**config.mk**
```make
export PLATFORM = sky130hd
export DESIGN_NAME = conv_seq_ctrl
export DESIGN_NICKNAME = d
export VERILOG_FILES = /design/src/rtl/conv_seq_ctrl.sv
export SDC_FILE = /design/constraint.sdc
export NUM_CORES = 1
export LEC_CHECK = 0
export ABC_AREA = 1
export BUFFER_PORTS_ARGS = -buffer_cell sky130_fd_sc_hd__buf_2
export CAP_MARGIN = 20
export CORE_MARGIN = 5
export CORE_UTILIZATION = 63
export DETAILED_ROUTE_END_ITERATION = 16
export PLACE_DENSITY = 0.95
export SLEW_MARGIN = 20
export SYNTH_ARGS = -nofsm -noshare
export SYNTH_HDL_FRONTEND = slang
export SYNTH_SLANG_ARGS = --single-unit
```
**constraint.sdc**
```tcl
create_clock -name clk -period 4.1 [get_ports clk]
set_input_delay 0.205 -clock clk [delete_from_list [all_inputs] [get_ports clk]]
set_output_delay 0.205 -clock clk [all_outputs]
set_load 0.005 [all_outputs]
```
**src/rtl/conv_seq_ctrl.sv**
```systemverilog
// conv_seq_ctrl - frame sequencer for the N_PE convolver array.
//
// One accepted start runs a full frame: load KSIZE*KSIZE filter taps,
// clear the line buffers for one cycle, stream num_rows x row_length
// pixels, then drain the MAC pipeline before pulsing done.
//
// Parameters:
//   ADDR_FIFO : width of row_length/num_rows and the row/col counters
//   KSIZE     : kernel edge (filter load = KSIZE*KSIZE taps)
//   MAC_LAT   : cycles from mac_enable to a result at the array output (>=1)
//
// Ports:
//   clk, rst          : clock, synchronous active-high reset
//   start             : frame start, sampled only in IDLE
//   row_length        : pixels per row, latched on accepted start
//   num_rows          : rows per frame, latched on accepted start
//   filt_valid/ready  : filter tap handshake
//   pix_valid/ready   : pixel column handshake
//   shifting_filter   : shift one tap into the array
//   line_buffer_reset : clear the array line buffers
//   shifting_line     : shift one pixel into the array
//   mac_enable        : fire MACs on the current (complete) window
//   output_valid      : array output holds a valid result
//   busy              : high in every state except IDLE
//   done              : one-cycle end-of-frame pulse
//   err               : sticky bad-dimension flag, cleared by next start
//
// Build option:
//   CONV_SEQ_STRIDE2_EN : when defined, windows are taken at stride 2 in
//                         both dimensions; streaming and timing unchanged.
module conv_seq_ctrl #(
   parameter int ADDR_FIFO = 10,
   parameter int KSIZE     = 3,
   parameter int MAC_LAT   = 2
) (
   input  logic                 clk,
   input  logic                 rst,
   input  logic                 start,
   input  logic [ADDR_FIFO-1:0] row_length,
   input  logic [ADDR_FIFO-1:0] num_rows,
   input  logic                 filt_valid,
   output logic                 filt_ready,
   input  logic                 pix_valid,
   output logic                 pix_ready,
   output logic                 shifting_filter,
   output logic                 line_buffer_reset,
   output logic                 shifting_line,
   output logic                 mac_enable,
   output logic                 output_valid,
   output logic                 busy,
   output logic                 done,
   output logic                 err
);

   localparam int KK   = KSIZE * KSIZE;
   localparam int TAPW = (KK > 1) ? $clog2(KK) : 1;
   localparam logic [TAPW-1:0]      TAP_LAST = TAPW'(KK - 1);
   localparam logic [ADDR_FIFO-1:0] K_W      = ADDR_FIFO'(KSIZE);
   localparam logic [ADDR_FIFO-1:0] KM1_W    = ADDR_FIFO'(KSIZE - 1);

   typedef enum logic [2:0] {
      S_IDLE,
      S_LOAD_FILT,
      S_LB_RST,
      S_STREAM,
      S_DRAIN,
      S_DONE
   } state_t;

   state_t               state_q, state_d;
   logic [TAPW-1:0]      tap_q, tap_d;
   logic [ADDR_FIFO-1:0] col_q, col_d;
   logic [ADDR_FIFO-1:0] row_q, row_d;
   logic [ADDR_FIFO-1:0] rl_q, rl_d;
   logic [ADDR_FIFO-1:0] nr_q, nr_d;
   logic                 err_q, err_d;
   logic                 mac_q, mac_d;
   logic [MAC_LAT-1:0]   dly_q, dly_d;

   logic win;
   logic last_col;
   logic last_row;

   // Window test uses the coordinates of the pixel being accepted now.
   always_comb begin
      win = (row_q >= KM1_W) && (col_q >= KM1_W);
`ifdef CONV_SEQ_STRIDE2_EN
      // (x - (KSIZE-1)) even  <=>  low bits of x and KSIZE-1 agree
      win = win && (row_q[0] == KM1_W[0]) && (col_q[0] == KM1_W[0]);
`else
      win = win;
`endif
   end

   assign last_col = (col_q == rl_q - 1'b1);
   assign last_row = (row_q == nr_q - 1'b1);

   always_comb begin
      state_d           = state_q;
      tap_d             = tap_q;
      col_d             = col_q;
      row_d             = row_q;
      rl_d              = rl_q;
      nr_d              = nr_q;
      err_d             = err_q;
      mac_d             = 1'b0;
      filt_ready        = 1'b0;
      pix_ready         = 1'b0;
      shifting_filter   = 1'b0;
      line_buffer_reset = 1'b0;
      shifting_line     = 1'b0;
      done              = 1'b0;

      // The delay line runs regardless of state so DRAIN sees it empty out.
      dly_d[0] = mac_q;
      for (int unsigned i = 1; i < MAC_LAT; i++) begin
         dly_d[i] = dly_q[i-1];
      end

      unique case (state_q)
         S_IDLE: begin
            if (start) begin
               rl_d  = row_length;
               nr_d  = num_rows;
               err_d = 1'b0;
               tap_d = '0;
               col_d = '0;
               row_d = '0;
               if ((row_length < K_W) || (num_rows < K_W)) begin
                  err_d   = 1'b1;
                  state_d = S_DONE;
               end else begin
                  state_d = S_LOAD_FILT;
               end
            end
         end
         S_LOAD_FILT: begin
            filt_ready = 1'b1;
            if (filt_valid) begin
               shifting_filter = 1'b1;
               if (tap_q == TAP_LAST) begin
                  tap_d   = '0;
                  state_d = S_LB_RST;
               end else begin
                  tap_d = tap_q + 1'b1;
               end
            end
         end
         S_LB_RST: begin
            line_buffer_reset = 1'b1;
            state_d           = S_STREAM;
         end
         S_STREAM: begin
            pix_ready = 1'b1;
            if (pix_valid) begin
               shifting_line = 1'b1;
               mac_d         = win;
               if (last_col) begin
                  col_d = '0;
                  if (last_row) begin
                     row_d   = '0;
                     state_d = S_DRAIN;
                  end else begin
                     row_d = row_q + 1'b1;
                  end
               end else begin
                  col_d = col_q + 1'b1;
               end
            end
         end
         S_DRAIN: begin
            if (!mac_q && (dly_q == '0)) begin
               state_d = S_DONE;
            end
         end
         S_DONE: begin
            done    = 1'b1;
            state_d = S_IDLE;
         end
         default: begin
            state_d = S_IDLE;
         end
      endcase
   end

   always_ff @(posedge clk) begin
      if (rst) begin
         state_q <= S_IDLE;
         tap_q   <= '0;
         col_q   <= '0;
         row_q   <= '0;
         rl_q    <= '0;
         nr_q    <= '0;
         err_q   <= 1'b0;
         mac_q   <= 1'b0;
         dly_q   <= '0;
      end else begin
         state_q <= state_d;
         tap_q   <= tap_d;
         col_q   <= col_d;
         row_q   <= row_d;
         rl_q    <= rl_d;
         nr_q    <= nr_d;
         err_q   <= err_d;
         mac_q   <= mac_d;
         dly_q   <= dly_d;
      end
   end

   assign mac_enable   = mac_q;
   assign output_valid = dly_q[MAC_LAT-1];
   assign busy         = (state_q != S_IDLE);
   assign err          = err_q;

endmodule

```
Word-level counts from Yosys, hierarchy flattened
Cells that the tools add are included.
Cells by class
  $add $sub $neg: 5
  magnitude comparators: 4
  eq/ne operators: 15
  mux-type cells: 30
  bitwise logic cells: 2
  reductions and logical operators: 15
Operator list (number)
  10-bit two-way mux: 6
  10-bit one-hot mux with 2 select lines: 2
  3-bit two-way mux: 8
  10-bit by 1-bit adder with 10-bit output, second input constant: 2
  10-bit == test: 2
  10-bit by 2-bit greater-or-equal comparator with 1-bit output, second input constant: 2
  10-bit by 2-bit less-than comparator with 1-bit output, second input constant: 2
  10-bit by 1-bit subtractor with 10-bit output, second input constant: 2
  3-bit one-hot mux with 5 select lines: 1
  2-bit != test, second input constant: 7
  4-bit two-way mux: 3
  1-bit two-way mux: 9
  4-bit one-hot mux with 2 select lines: 1
  7-bit AND reduction: 1
  3-bit by 2-bit == test with 1-bit output, second input constant: 2
  3-bit == test, second input constant: 2
  3-bit AND reduction: 2
  4-bit by 1-bit adder with 4-bit output, second input constant: 1
  4-bit == test, second input constant: 1
  4-bit AND reduction: 1
  2-bit nonzero test: 2
  3-bit by 1-bit == test with 1-bit output, second input constant: 1
  3-bit logical NOT: 1
  3-bit nonzero test: 1
  other kinds (7): 9
Word-level totals
  register bits: 51
  bits of input ports: 25
  output and inout bits: 10
  logic and storage cells: 80

Logic depth before layout (Yosys ltp)
Gate-level depths: netlist of run 1.
  depth after elaboration: 6
  gate-level depth with buffers: 17
  mapped depth without buffers: 17

Worst setup path before layout of run 1
OpenSTA, ideal clock, no wires.
  path kind: reg-to-reg
  start point: reg rl_q[0]
  end point: reg row_q[2]
  setup time: 117 ps
  data arrival time: 1603 ps
  required time: 3983 ps
  path slack: 2379 ps
  stages on the path, launching flop included: 17
  path buffers: 0
  clock period less this slack: 1721 ps
  cells stage by stage: dfxtp_1 -> inv_2 -> ha_1 -> nand2_1 -> nand2_1 -> nand2_1 -> nand2_1 -> nand2_1 -> nand2_1 -> nor2_1 -> nand3_2 -> nand2_4 -> nand2_4 -> inv_2 -> nand2_1 -> nand2_2 -> nor2_1
On the way
  longest elaborated chain between the ends: 4
Ends and longest elaborated chain
  from (decl): RTL line 74  | logic [ADDR_FIFO-1:0] rl_q, rl_d;
  from (signal assigned): RTL line 202  | rl_q <= rl_d;
  10-bit by 1-bit subtractor with 10-bit output: RTL line 95  | assign last_col = (col_q == rl_q - 1'b1);
  10-bit == test: RTL line 95
  2-bit != test (no source line)
  4-bit AND reduction (no source line)
  to (signal assigned): RTL line 201  | row_q <= row_d;
  to (decl): RTL line 73  | logic [ADDR_FIFO-1:0] row_q, row_d;
Every way passes these cells.
A chain may end at the register's enable or synchronous reset.

Worst setup path after layout of run 1
  start point: reg state_q[1]
  end point: reg col_q[6]
On the way
  longest elaborated chain between the ends: 3
  elaborated cells between the ends (all ways): 7
  those cells by class: eq/ne (3); mux (1); reduce/logical (3)
Ends and longest elaborated chain
  from (decl): RTL line 70  | state_t state_q, state_d;
  from (signal assigned): RTL line 198  | state_q <= state_d;
  3-bit by 2-bit == test with 1-bit output or 3-bit logical NOT (tied branches): RTL line 120  | unique case (state_q)
  2-bit != test (no source line) or 2-bit nonzero test (tied branches)
  3-bit AND reduction (no source line)
  to (signal assigned): RTL line 200  | col_q <= col_d;
  to (decl): RTL line 72  | logic [ADDR_FIFO-1:0] col_q, col_d;
Parallel ways exist; a longest one is shown, timed or not.

==> metrics, run 1 <==
Leak=1.66 nW; Congestion Overflow GR=0; layout cells sized above 1=0.133; worst-margin pin slew=0.772 ns; final non-filler cell total=603; leading area contributor after synthesis=dfxtp_1; initial core utilization=0.639; initial antenna violation count=0; Clock Skew=0.0126 ns; hold_buf cts=0; post-layout util=0.698; FMAX=between 0.4 and 0.5 GHz; IO buf count=34; CTS sink cnt=51; Crit path depth=9; # diodes=0; vias=3,388; final hold slack=0.180 ns; die width=about 81 um; setup ws final=~1.7 ns; Total Routing Usage GR=0.263; Rel. slew slack=0.482; std cell rows=26; dominant synthesized flop cell=dfxtp_1; setup violators final=0; R2R cell count=9; sequential share of the synthesized area=0.319; Synth Area in XOR/XNOR=0.0520; Tmin final=~2.4 ns; WL final=8170 um; Post-Synthesis Cell Area=between 3000 and 4000 sq um; Initial DRC Count=380; largest family of logic cells by synthesized area=simple AND/OR/NAND/NOR gates; CP Data Required Time=4.29 ns; GPL Wtd Cong=0.921; Residual DRC=0; CTS Buf Count=5; I/O pins=35; post-placement cell count=595; pre-CTS setup slack=about 1.8 ns; Crit path buffers/inverters=1; CTS Buffer Depth=2; Total Power=2.08 mW; Syn Inst Count=501; worst path arrival time=2.58 ns; per-cell routed wire length=roughly 14 um; synthesized-area fraction occupied by adder cells=0.0313; Worst path slowest cell=nand2_4; Final Cell Area=3490 sq um; PD cells=595 nW/um^2; global-route wire length before repair=13,600 um; CORE AREA=~5000 sq um; critical path type=flip-flop to flip-flop; later-pin clock latency in the skew report=0.31 ns; max_cap viols=0; hold path cells=2; top cells by area, synth=dfxtp_1 (32%), nand2_1 (14%), nor2_1 (7.5%), inv_1 (7.0%), nand3_1 (6.3%); vias in the first global route=slightly above 3,000; DR pass1 iterations=5; max-slew violations=0; largest net degree at the start of global routing=43; # resized after CTS=0; most common cell after layout, fill and taps aside=nand2_1; Yosys Warn Count=0; crit start category=flip-flop; Worst VDD drop=around 380 uV; Async SR Flop Fraction=0; CTS root buf=clkbuf_8; critical path cell sequence=or2_4 > nor2_4 > nand2_2 > nand2_4 > nand3_1 > inv_2 > nand4_1 > xor2_1 > nor2_1; DP Area=3410 sq um; most frequent cells in the layout=nand2_1 (116), nor2_1 (64), inv_1 (60); Synth Area in Simple Gates=0.390; Post-synth EDFFs=0; Layout Nets=565; crit path capture type=flip-flop; max incr delay on CP=approximately 0.44 ns; antenna viol nets, final=0; Final Hold Viols=0; # Post-CTS Setup Buffers=0; CTS tree=yes; number of filler cells placed in the layout=about 420; Hold Crit Class=input port to flip-flop; status=finished, final reports clean; Die Y=81.3 um; unrepaired setup endpoints after global routing=no; Area Growth Syn to Fin=9.23%; DR vias/cell=5.62; Final Cycle Share=0.581; final setup TNS=0 ns; multiplexer share of the synthesized area=0; Synth cell types=37; die area=6600 sq um; mean post-synth cell area=between 6 and 7 sq um; crit path max fanout=42; post-DP HPWL=6100 um; Synth top area share=0.319; H-tree Lvls=2; Seq cells post-synth=51; CTS clock-pin slew for the worst setup and hold paths=0.10 ns; syn_nets=about 530; complex-gate fraction of the synthesized area=0.109; crit-path leading delay family=simple AND/OR/NAND/NOR gates
-- final cells by class --
type	instances	area, sq um	share of cell area
clock buffers	6	72.6	0.0208
well taps	70	87.6	0.0251
flip-flops and latches	51	1020	0.292
multi-input cells	368	1860	0.532
repair buffers	34	170	0.0487
clock inverters	2	12.5	0.00358
inverters	72	270	0.0773
-- Yosys cell counts (2+ instances only) --
cell,instances
xor2_1,12
a21oi_1,33
nand3_1,40
and3_1,2
xnor2_1,7
nand2_1,116
clkbuf_1,7
inv_1,60
nor4_1,5
nand2_4,3
buf_2,2
ha_1,8
o21ai_0,25
nand4_1,11
nor2_1,64
o21ai_1,2
dfxtp_1,51
inv_2,10
clkinv_1,2
nand2_2,7
nor3_1,15
nor2_2,4
-- metal layers --
layer / wire [um] / track usage / up-vias
met4: 286 / 0.105 / 0
met3: 599 / 0.0499 / 39
met1: 3370 / 0.319 / 1513
li1: - / - / 1675
met2: 3920 / 0.455 / 161
met5: 0 / 0 / -
-- worst paths after layout --
check,start,slack [ns],end
worst max register to register,state_q[1],1.72,col_q[6]
worst min register to register,dly_q[0],0.43,dly_q[1]
worst min-delay path,rst,0.18,rl_q[9]
worst max-delay path,state_q[1],1.72,col_q[6]
-- registers in the layout (all words and copies together), names as in the netlist --
signal,cells
row_q,10
nr_q,10
rl_q,10
tap_q,4
col_q,10
dly_q,2
err,1
mac_enable,1
state_q,3
-- kinds of logic (layout without fill, tap and decap cells) --
kind of cell,after synthesis,after routing
flops,51,51
fa+ha+maj,8,8
simple gates,275,275
compound gates,66,66
buf+inv,82,114
xor+xnor,19,19
-- report_power, final --
| part | leakage [nW] | internal, mW | switching, mW |
|---|---|---|---|
| logic | 1.20 | 0.377 | 0.725 |
| registers | 0.416 | 0.587 | 0.0959 |
| clock network | 0.0412 | 0.120 | 0.175 |
Power figures use the tool's default switching activity.
==> run 2: changes to the inputs <==
--- a/config.mk
+++ b/config.mk
@@ -5,13 +5,13 @@
 export SDC_FILE = /design/constraint.sdc
 export NUM_CORES = 1
 export LEC_CHECK = 0
-export ABC_AREA = 1
+export ABC_AREA = 0
 export BUFFER_PORTS_ARGS = -buffer_cell sky130_fd_sc_hd__buf_2
 export CAP_MARGIN = 20
 export CORE_MARGIN = 5
-export CORE_UTILIZATION = 63
+export CORE_UTILIZATION = 58
 export DETAILED_ROUTE_END_ITERATION = 16
-export PLACE_DENSITY = 0.95
+export PLACE_DENSITY = 0.89
 export SLEW_MARGIN = 20
 export SYNTH_ARGS = -nofsm -noshare
 export SYNTH_HDL_FRONTEND = slang
==> constraint.sdc (replaced) <==
create_clock -name clk -period 2.5 [get_ports clk]
set_input_delay 0.125 -clock clk [delete_from_list [all_inputs] [get_ports clk]]
set_output_delay 0.125 -clock clk [all_outputs]
set_load 0.005 [all_outputs]
==> metrics, run 2 <==
Final Cycle Share=0.992; Worst path slowest cell=or4_4; top cells by area, synth=dfxtp_1 (34%), nand2_1 (8.1%), xor2_1 (6.5%), a21oi_1 (5.9%), xnor2_1 (5.0%); Seq cells post-synth=51; Area Growth Syn to Fin=15.8%; Congestion Overflow GR=0; Initial DRC Count=253; GR Util met3=0.0395; initial antenna violation count=0; antenna viol nets, final=0; crit path max fanout=6; Async SR Flop Fraction=0; critical path cell sequence=nor3_4 > a21oi_1 > or3b_1 > a221oi_2 > buf_4 > a21oi_4 > or4_4 > a21oi_1; later-pin clock latency in the skew report=0.31 ns; count leader, synth=nand2_1; vias in the first global route=approximately 2,600; # diodes=0; WL final=7310 um; crit-path leading delay family=simple AND/OR/NAND/NOR gates; CTS Buffer Depth=2; FMAX=0.403 GHz; critical path type=flip-flop to flip-flop; final hold slack=0.0633 ns; crit path capture type=flip-flop; Post-synth EDFFs=0; layout cells sized above 1=0.197; Most common cell on crit path=a21oi_1; dominant synthesized flop cell=dfxtp_1; GPL Wtd Cong=0.907; final setup TNS=0 ns; CP Data Required Time=roughly 2.7 ns; CTS Buf Count=5; leading area contributor after synthesis=dfxtp_1; Layout Nets=450; Synth top area share=0.343; post-layout util=0.683; setup violators final=0; vias=2,850; Leak=1.36 nW; syn_nets=roughly 420; worst-margin pin slew=0.622 ns; number of filler cells placed in the layout=421; DR vias/cell=5.85; Synth cell types=50; setup ws final=0.0202 ns; GR Util met2=0.380; Rel. slew slack=0.585; CTS tree=yes; largest net degree at the start of global routing=36; std cell rows=26; PD cells=846 nW/um^2; CTS sink cnt=51; GR peak layer=met2; I/O pins=35; die width=slightly above 80 um; Die Y=81.6 um; most frequent cells in the layout=nand2_1 (64), dfxtp_1 (47), buf_2 (34); status=finished, final reports clean; CORE AREA=5040 sq um; IO buf count=34; Residual DRC=0; mean post-synth cell area=slightly below 8 sq um; Clock Skew=0.00759 ns; hold_buf cts=0; Crit path buffers/inverters=1; Worst VDD drop=between 500 and 600 uV; max-slew violations=0; top post-synthesis cells by count=nand2_1 (64), dfxtp_1 (51), a21oi_1 (35); most common cell after layout, fill and taps aside=nand2_1; area of the multi-input gates=1910 sq um; post-DP HPWL=5200 um; CTS clock-pin slew for the worst setup and hold paths=0.09 ns; met1 Resource Use GR=0.282; Storage cell area=approximately 1000 sq um; initial core utilization=0.590; H-tree Lvls=2; Total Routing Usage GR=0.224; max_cap viols=0; Total Power=2.91 mW; crit start category=flip-flop; CTS root buf=clkbuf_8; sequential share of the synthesized area=0.343; max incr delay on CP=0.53 ns; global-route wire length before repair=11,700 um; Hold Crit Class=input port to flip-flop; per-cell routed wire length=15.0 um; die area=6660 sq um; DR pass1 iterations=5; Syn Inst Count=384; Post-Synthesis Cell Area=2970 sq um; worst path arrival time=2.72 ns; Tmin final=2.48 ns; pre-CTS setup slack=-0.0195 ns; Final Hold Viols=0; Yosys Warn Count=0
==> run 2: final timing paths <==
| check | cells past startpoint | slack (ns) | start | endpoint |
|---|---|---|---|---|
| max | 8 | 0.02 | rl_q[3] | row_q[5] |
| min | 3 | 0.06 | num_rows[3] | nr_q[3] |
| max reg2reg | 8 | 0.02 | rl_q[3] | row_q[5] |
| min reg2reg | 1 | 0.47 | dly_q[0] | dly_q[1] |
==> run 2: worst reg2reg max path, cell delays in order (launching register included) <==
cell and delay, ns:
dfxtp_4 0.39, nor3_4 0.22, a21oi_1 0.10, or3b_1 0.40
a221oi_2 0.35, buf_4 0.19, a21oi_4 0.07, or4_4 0.53
a21oi_1 0.16
==> run 2: cell families (layout without fill, tap and decap cells) <==
family | count (synthesis) | count (layout) | synth area share
xor+xnor | 39 | 39 | 0.115
compound gates | 76 | 76 | 0.162
simple gates | 175 | 175 | 0.300
flops | 51 | 51 | 0.343
buf+inv | 35 | 68 | 0.0463
fa+ha+maj | 8 | 8 | 0.0337
==> run 2: timing repair <==
action | 4_1_cts | 5_1_grt
gates cloned | 0 | 0
resized for setup | 2 | 28
endpoints found under the setup margin | 6 | 12
buffers inserted | 0 | 1
pin swaps | 1 | 7
==> run 2: power by group <==
part	internal [mW]	switching (mW)	leakage [nW]
Clock	0.218	0.263	0.0470
Combinational	0.566	0.742	0.900
Sequential	0.932	0.191	0.417
Total	1.72	1.20	1.36
==> run 2: layout make-up <==
class	instances	area share
clock buffers	6	0.0240
clock inverters	1	0.00145
inverters	15	0.0171
multi-input cells	298	0.555
flip-flops and latches	51	0.300
well taps	70	0.0254
repair buffers	46	0.0778
==> run 2: layer usage <==
metal	routed length (um)	vias to the layer above
met5	0	-
met4	171	0
met3	445	16
met2	3520	100
met1	3170	1327
li1	-	1407
==> run 2: stage by stage <==
stage	area, sq um	cells
2_1_floorplan	2970	384
3_3_place_gp	3230	479
3_5_place_dp	3230	479
4_1_cts	3330	486
5_1_grt	3440	487
6_report	3440	487
==> run 3: changes to the inputs <==
--- a/config.mk
+++ b/config.mk
@@ -12,6 +12,7 @@
 export CORE_UTILIZATION = 58
 export DETAILED_ROUTE_END_ITERATION = 16
 export PLACE_DENSITY = 0.89
+export RECOVER_POWER = 100
 export SLEW_MARGIN = 20
 export SYNTH_ARGS = -nofsm -noshare
 export SYNTH_HDL_FRONTEND = slang
==> metrics, run 3 (synthesis gave the netlist of run 2 again) <==
status=finished, final reports clean; setup violators final=0; largest net degree at the start of global routing=36; antenna viol nets, final=0; # diodes=0; DR vias/cell=5.82; initial core utilization=0.590; crit start category=flip-flop; PD cells=848 nW/um^2; post-layout util=0.679; CTS tree=yes; setup ws final=a little over 0.03 ns; Tmin final=2.47 ns; most common cell after layout, fill and taps aside=nand2_1; global-route wire length before repair=11,700 um; die area=6660 sq um; Final Cycle Share=0.988; vias=2,832; Leak=between 1 and 1.5 nW; max_cap viols=0; layout cells sized above 1=0.177; Residual DRC=0; IO buf count=34; Congestion Overflow GR=0; Total Power=2.90 mW; die width=81.6 um; vias in the first global route=2,637; CTS root buf=clkbuf_8; post-DP HPWL=5200 um; Hold Crit Class=input port to flip-flop; std cell rows=26; pre-CTS setup slack=-0.0195 ns; FMAX=0.405 GHz; per-cell routed wire length=15.0 um; CTS Buf Count=5; worst path arrival time=~2.7 ns; Layout Nets=450; Rel. slew slack=0.587; WL final=7290 um; Area Growth Syn to Fin=15.2%; Clock Skew=0.00649 ns; CTS sink cnt=51; Worst VDD drop=about 530 uV; critical path type=flip-flop to flip-flop; worst-margin pin slew=0.620 ns; initial antenna violation count=0; crit path max fanout=6; Final Hold Viols=0; CTS Buffer Depth=2; number of filler cells placed in the layout=between 400 and 500; most frequent cells in the layout=nand2_1 (64), dfxtp_1 (47), a21oi_1 (33); GPL Wtd Cong=a little over 0.9; Final Cell Area=~3400 sq um; H-tree Lvls=2; CTS clock-pin slew for the worst setup and hold paths=0.09 ns; I/O pins=35; crit path capture type=flip-flop; Initial DRC Count=~250; Total Routing Usage GR=0.224; max-slew violations=0; DP Area=3230 sq um; later-pin clock latency in the skew report=~0.31 ns; CP Data Required Time=2.75 ns; CORE AREA=between 5000 and 6000 sq um; DR pass1 iterations=4; Die Y=81.6 um
run 3: changes by cell type in the layout (fill, tap and decap cells not counted):
cell	previous run	this run
buf_2	34	28
buf_4	10	9
nor3_2	2	1
nor3_1	11	12
and2_0	0	2
and2_1	4	2
clkbuf_1	0	7
run 3: layout make-up:
class	count	area, sq um	share of cell area
multi-input combinational	298	1900	0.556
sequential	51	1030	0.301
timing repair buffer	46	256	0.0749
tap	70	87.6	0.0256
clock buffer	6	82.6	0.0241
inverter	15	58.8	0.0172
clock inverter	1	5.00	0.00146
run 3: stage by stage:
| step | hold slack, ns | std cells | TNS [ns] |
|---|---|---|---|
| 2_1_floorplan | 0.261 | 384 | 0 |
| 3_3_place_gp | 0.379 | 479 | 0 |
| 3_5_place_dp | 0.385 | 479 | -0.0349 |
| 4_1_cts | 0.0598 | 486 | 0 |
| 5_1_grt | 0.0726 | 487 | -0.573 |
| 6_report | 0.0576 | 487 | 0 |
run 3: repair_timing:
| item | in CTS | in global routing |
|---|---|---|
| resized for setup | 2 | 28 |
| gates cloned | 0 | 0 |
| endpoints found under the setup margin | 6 | 12 |
| pin swaps | 1 | 7 |
| buffers inserted | 0 | 1 |
| hold buffers | 0 | 0 |
run 3: routing by layer:
metal,track usage,vias up,share of wire
met5,0,-,0
met4,0.0880,0,0.027
met3,0.0395,18,0.059
met2,0.380,96,0.48
met1,0.282,1310,0.43
li1,-,1408,-
run 3: worst paths after layout:
check	start	endpoint	slack [ns]	cells past startpoint
setup reg to reg	rl_q[3]	row_q[5]	0.03	8
setup / recovery	rl_q[3]	row_q[5]	0.03	8
hold reg to reg	dly_q[0]	dly_q[1]	0.47	1
hold / removal	row_length[3]	rl_q[3]	0.06	3
run 3: power breakdown:
group	internal, mW	total, mW	switching [mW]
logic	0.556	1.30	0.741
clock network	0.218	0.486	0.268
registers	0.932	1.12	0.189
run 3: critical path, cell delays in order (launching register included):
cell and delay (ns):
dfxtp_4 0.39, nor3_4 0.22, a21oi_1 0.10, or3b_1 0.41, a221oi_2 0.35, buf_4 0.18, a21oi_4 0.07, or4_4 0.53
a21oi_1 0.16
